--- config.mk ---
export PLATFORM = sky130hd
export DESIGN_NAME = multi_cycle_controller
export DESIGN_NICKNAME = d
export VERILOG_FILES = /design/src/rtl/multi_cycle_controller.sv
export SDC_FILE = /design/constraint.sdc
export NUM_CORES = 1
export LEC_CHECK = 0
export BUFFER_PORTS_ARGS = -buffer_cell sky130_fd_sc_hd__buf_4
export CAP_MARGIN = 20
export CORE_MARGIN = 2
export CORE_UTILIZATION = 40
export DETAILED_ROUTE_END_ITERATION = 12
export HOLD_SLACK_MARGIN = 0.15
export PLACE_DENSITY = 0.77
export SETUP_SLACK_MARGIN = 0.5
export SYNTH_ARGS = -nofsm -noshare
export SYNTH_HDL_FRONTEND = slang
export SYNTH_SLANG_ARGS = --single-unit
--- constraint.sdc ---
create_clock -name clk -period 1.9 [get_ports clk]
set_clock_uncertainty 0.1 [all_clocks]
set_input_delay 0 -clock clk [delete_from_list [all_inputs] [get_ports clk]]
set_output_delay 0 -clock clk [all_outputs]
set_load 0.005 [all_outputs]
--- src/rtl/multi_cycle_controller.sv ---
// Moore sequencer for a shared-memory multi-cycle RV32I datapath; outputs decode from state (branch PCWrite from zero/neg).
// Latency per instruction 2..5 cycles; no backpressure, advances every clock.
module multi_cycle_controller #(
  parameter int STATE_W = 4
) (
  input  logic               clk,
  input  logic               rst,
  input  logic [6:0]         op,
  input  logic [2:0]         func3,
  input  logic [6:0]         func7,
  input  logic               zero,
  input  logic               neg,
  output logic               PCWrite,
  output logic               adrSrc,
  output logic               memWrite,
  output logic               IRWrite,
  output logic [1:0]         resultSrc,
  output logic [2:0]         ALUControl,
  output logic [1:0]         ALUSrcA,
  output logic [1:0]         ALUSrcB,
  output logic [2:0]         immSrc,
  output logic               regWrite,
  output logic [STATE_W-1:0] state
);

  typedef enum logic [STATE_W-1:0] {
    S_FETCH    = STATE_W'(0),
    S_DECODE   = STATE_W'(1),
    S_MEMADR   = STATE_W'(2),
    S_MEMREAD  = STATE_W'(3),
    S_MEMWB    = STATE_W'(4),
    S_MEMWRITE = STATE_W'(5),
    S_EXECR    = STATE_W'(6),
    S_EXECI    = STATE_W'(7),
    S_ALUWB    = STATE_W'(8),
    S_BRANCH   = STATE_W'(9),
    S_JAL      = STATE_W'(10),
    S_JALR     = STATE_W'(11),
    S_LUI      = STATE_W'(12)
  } state_t;

  localparam logic [6:0] OP_LOAD  = 7'b0000011;
  localparam logic [6:0] OP_STORE = 7'b0100011;
  localparam logic [6:0] OP_R     = 7'b0110011;
  localparam logic [6:0] OP_I     = 7'b0010011;
  localparam logic [6:0] OP_BR    = 7'b1100011;
  localparam logic [6:0] OP_JAL   = 7'b1101111;
  localparam logic [6:0] OP_JALR  = 7'b1100111;
  localparam logic [6:0] OP_LUI   = 7'b0110111;

  state_t     r_state;
  state_t     w_dec_state;
  logic       w_pcw, w_adr, w_mw, w_irw, w_rw, w_taken;
  logic [2:0] w_funct_alu;
  logic       w_unused_func7;

  assign w_unused_func7 = ^{func7[6], func7[4:0]};
  assign state          = r_state;

  always_ff @(posedge clk) begin
    if (rst) begin
      r_state <= S_FETCH;
    end else begin
      case (r_state)
        S_FETCH:  r_state <= S_DECODE;
        S_DECODE: begin
          case (op)
            OP_LOAD, OP_STORE: r_state <= S_MEMADR;
            OP_R:              r_state <= S_EXECR;
            OP_I:              r_state <= S_EXECI;
            OP_BR:             r_state <= S_BRANCH;
            OP_JAL:            r_state <= S_JAL;
            OP_JALR:           r_state <= S_JALR;
            OP_LUI:            r_state <= S_LUI;
            default:           r_state <= S_FETCH;
          endcase
        end
        S_MEMADR:  r_state <= (op == OP_LOAD) ? S_MEMREAD : S_MEMWRITE;
        S_MEMREAD: r_state <= S_MEMWB;
        S_EXECR:   r_state <= S_ALUWB;
        S_EXECI:   r_state <= S_ALUWB;
        S_JAL:     r_state <= S_ALUWB;
        S_JALR:    r_state <= S_JAL;
        default:   r_state <= S_FETCH;
      endcase
    end
  end

  // I-type func3=000 never subtracts; only R-type honours func7[5]
  always_comb begin
    case (func3)
      3'b000:  w_funct_alu = ((op == OP_R) && func7[5]) ? 3'b001 : 3'b000;
      3'b010:  w_funct_alu = 3'b100;
      3'b100:  w_funct_alu = 3'b101;
      3'b110:  w_funct_alu = 3'b011;
      3'b111:  w_funct_alu = 3'b010;
      default: w_funct_alu = 3'b000;
    endcase
  end

  always_comb begin
    case (func3)
      3'b000:  w_taken = zero;
      3'b001:  w_taken = ~zero;
      3'b100:  w_taken = neg;
      3'b101:  w_taken = ~neg;
      default: w_taken = 1'b0;
    endcase
  end

  always_comb begin
    case (op)
      OP_STORE: immSrc = 3'b001;
      OP_BR:    immSrc = 3'b010;
      OP_JAL:   immSrc = 3'b011;
      OP_LUI:   immSrc = 3'b100;
      default:  immSrc = 3'b000;
    endcase
  end

  assign w_dec_state = rst ? S_FETCH : r_state;

  always_comb begin
    w_pcw      = 1'b0;
    w_adr      = 1'b0;
    w_mw       = 1'b0;
    w_irw      = 1'b0;
    w_rw       = 1'b0;
    resultSrc  = 2'b00;
    ALUControl = 3'b000;
    ALUSrcA    = 2'b00;
    ALUSrcB    = 2'b00;
    case (w_dec_state)
      S_FETCH: begin
        w_irw = 1'b1; w_pcw = 1'b1; ALUSrcB = 2'b10; resultSrc = 2'b10;
      end
      S_DECODE:   begin ALUSrcA = 2'b01; ALUSrcB = 2'b01; end
      S_MEMADR:   begin ALUSrcA = 2'b10; ALUSrcB = 2'b01; end
      S_MEMREAD:  w_adr = 1'b1;
      S_MEMWB:    begin resultSrc = 2'b01; w_rw = 1'b1; end
      S_MEMWRITE: begin w_adr = 1'b1; w_mw = 1'b1; end
      S_EXECR:    begin ALUSrcA = 2'b10; ALUControl = w_funct_alu; end
      S_EXECI:    begin ALUSrcA = 2'b10; ALUSrcB = 2'b01; ALUControl = w_funct_alu; end
      S_ALUWB:    w_rw = 1'b1;
      S_BRANCH:   begin ALUSrcA = 2'b10; ALUControl = 3'b001; w_pcw = w_taken; end
      S_JAL:      begin ALUSrcA = 2'b01; ALUSrcB = 2'b10; w_pcw = 1'b1; end
      S_JALR:     begin ALUSrcA = 2'b10; ALUSrcB = 2'b01; end
      S_LUI:      begin resultSrc = 2'b11; w_rw = 1'b1; end
      default: ;
    endcase
  end

  assign PCWrite  = w_pcw & ~rst;
  assign adrSrc   = w_adr;
  assign memWrite = w_mw & ~rst;
  assign IRWrite  = w_irw & ~rst;
  assign regWrite = w_rw & ~rst;

endmodule
==> reports/results.tsv <==
metric	value	unit
Clock Latency Late Sink	0.25	ns
number of fill cells	98	
Ports	42	
initial antenna violation count	0	
synthesized instance count	99	
share of layout cells above drive strength 1	52.3	%
Final Hold Viols	0	
status	finished, final reports clean	
GP Congestion	0.866	
CP Launch Type	flop	
Core ar.	1470	um2
Fmax	665	MHz
pwr dens	311	nW/um2
area grow syn2layout	96.0	%
CTS Sinks	4	
Net count, final	174	
Post-synth EDFFs	0	
Sw Share	34.3	%
Crit path largest cell delay	0.38	ns
DR iter-0 viols	59	
Post-Syn Area per Cell	6.27	um2
Port-buffer cells	35	
Arr. time, crit path	1.40	ns
Slew Limit Headroom	74.0	%
warnings from Yosys	0	
first-pass GRT wire length	3.55	mm
Initial Utilization	42.2	%
RSZ-0062 raised after global routing	yes	
WL final	2.84	mm
FF-to-FF Start	state[2]	
crit-path most repeated cell	buf_4	
ANT nets after route	0	
Die Ht	43.4	um
Worst Tran Pin Value	0.387	ns
Seq/Total Area, Yosys	12.9	%
cell family with most CP delay	compound AO/OA/AOI/OAI gates	
multi-input logic area	616	um2
Synth Cell Area	621	um2
VDD IR max	176	uV
clk slew on worst S/H paths	0.05	ns
CTS Buffer Depth	2	
Total GRT Usage	24.5	%
# diodes	0	
Crit Path Class	reg2out	
number of max-cap violations	0	
most common flop cell mapped by yosys	dfxtp_1	
htree depth	1	
number of buffers created by CTS	3	
post-DR wirelength/cell	17.0	um
static leakage	0.000542	uW
largest net degree at the start of global routing	16	
Critical path buffers and inverters	2	
crit share post-route	79.1	%
total grt overflow	0	
Finish-stage setup viols	0	
# rows	14	
DRC errors left	0	
internal power	248	uW
CP Capture Type	output pin	
P_sw	130	uW
Detail Placement HPWL	1.42	mm
part of the power in the clock network	30.4	%
Netlist cell types	29	
Hold Slack	0.106	ns
fraction of power consumed by sequential logic	23.9	%
Hold Path Class	in2reg	
Die X	43.4	um
Root Buffer	clkbuf_4	
ys async rst share	0	%
worst path required time	1.80	ns
First-pass DRT Iterations	4	
Net Count, Synth	120	
Largest register FFs	4	
fin. max-slew vios	0	
Synth Register Bits	4	
die area	1880	um2
setup total negative slack	0	ns
CTS tree	built	
CP startpoint	state[1]	
crit-path max FO	5	
worst hold path startpoint	rst	
crit path cell chain	buf_4, nand2_1, a21oi_4, o31ai_4, a21oi_2, buf_4	
Register Area	92.6	um2
Comb pwr share	45.8	%
via/cell ratio	6.02	
Vias	1006	
via count of the first global-routing pass	780	
Crit-path slowest cell	dfxtp_4	
crit path time final	1.50	ns
## stage by stage
step	setup WS [ns]	instances	instance area (um2)	power [uW]	utilization, %
detailed placement	0.414	146	892	210	60.6
floorplan	0.491	99	621	152	-
CTS	0.449	158	1040	329	70.7
finish	0.396	167	1220	378	82.7
global placement	0.448	146	892	208	60.6
global route	0.372	167	1220	391	82.7
## final timing paths
path	slack (ns)	cells past startpoint	to
hold reg to reg	0.53	2	state[0]
setup / recovery	0.40	6	ALUSrcB[0]
hold / removal	0.11	3	state[0]
setup reg to reg	0.42	4	state[1]
## cells by family after synthesis
kind of cell | count (synthesis) | synth area share, %
xor+xnor | 3 | 4.23
compound gates | 23 | 21.8
flops | 4 | 12.9
buf+inv | 9 | 6.65
simple gates | 58 | 51.2
mux | 2 | 3.23
## cells in the mapped netlist (2+ instances only)
| cell | instances | area [um2] |
|---|---|---|
| o21ai_0 | 4 | 20.0 |
| xnor2_1 | 3 | 26.3 |
| inv_1 | 2 | 7.51 |
| nor4_1 | 3 | 18.8 |
| dfxtp_1 | 4 | 80.1 |
| clkbuf_1 | 6 | 22.5 |
| nor2_1 | 11 | 41.3 |
| nand3b_1 | 2 | 15.0 |
| mux2i_1 | 2 | 20.0 |
| and3_1 | 5 | 31.3 |
| a31oi_1 | 3 | 18.8 |
| nand2_1 | 8 | 30.0 |
| nand2b_1 | 5 | 31.3 |
| nand3_1 | 4 | 20.0 |
| o31ai_1 | 3 | 22.5 |
| or3_1 | 2 | 12.5 |
| a21oi_1 | 10 | 50.1 |
| nor3_1 | 5 | 25.0 |
| nor2b_1 | 7 | 43.8 |
## cell type report
class | count | area share [%]
multi-input combinational | 86 | 50.6
inverter | 2 | 0.617
sequential | 4 | 7.61
clock buffer | 3 | 1.85
timing repair buffer | 56 | 37.7
tap | 16 | 1.65
## power groups by stage
stage,Sequential (uW),Clock [uW],Combinational (uW)
3_3_place_gp,95.6,0,112
3_5_place_dp,95.6,0,114
5_1_grt,90.5,116,185
4_1_cts,93.0,112,124
2_1_floorplan,90.8,0,61.0
6_report,90.2,115,173
## layout by cell type (no fill, tap or decap), drive strengths merged, types with 2 or more instances in the layout
cell         count
o31ai            3
mux2i            2
a31oi            3
a21oi           10
dfxtp            4
nand3b           2
nor2b            7
dlygate4sd3      7
nor2            11
and3             5
or3              3
nand2b           5
xnor2            3
inv              2
nor3             5
clkbuf           3
nand2            8
nand3            4
buf             49
o21ai            4
nor4             3
## worst min-delay path: stages
cell and delay (ns):
buf_4 0.17, or3_4 0.18, a21oi_1 0.05
## what timing repair did
action | in CTS | in global routing
buffers inserted | 5 | 5
hold buffers | 3 | 4
endpoints found under the hold margin | 4 | 3
cloned | 1 | 0
gates resized for setup | 19 | 26
setup endpoints to repair | 14 | 13
pin swaps | 5 | 6
## metal layers
layer | vias up | global-route usage (%) | part of all wire (%)
met2 | 70 | 40.0 | 49
met4 | 0 | 14.5 | 3.5
met3 | 11 | 3.75 | 8.8
met1 | 464 | 30.4 | 39
met5 | - | 0 | 0
li1 | 461 | - | -
No activity file was read; power rests on OpenSTA's default activity.
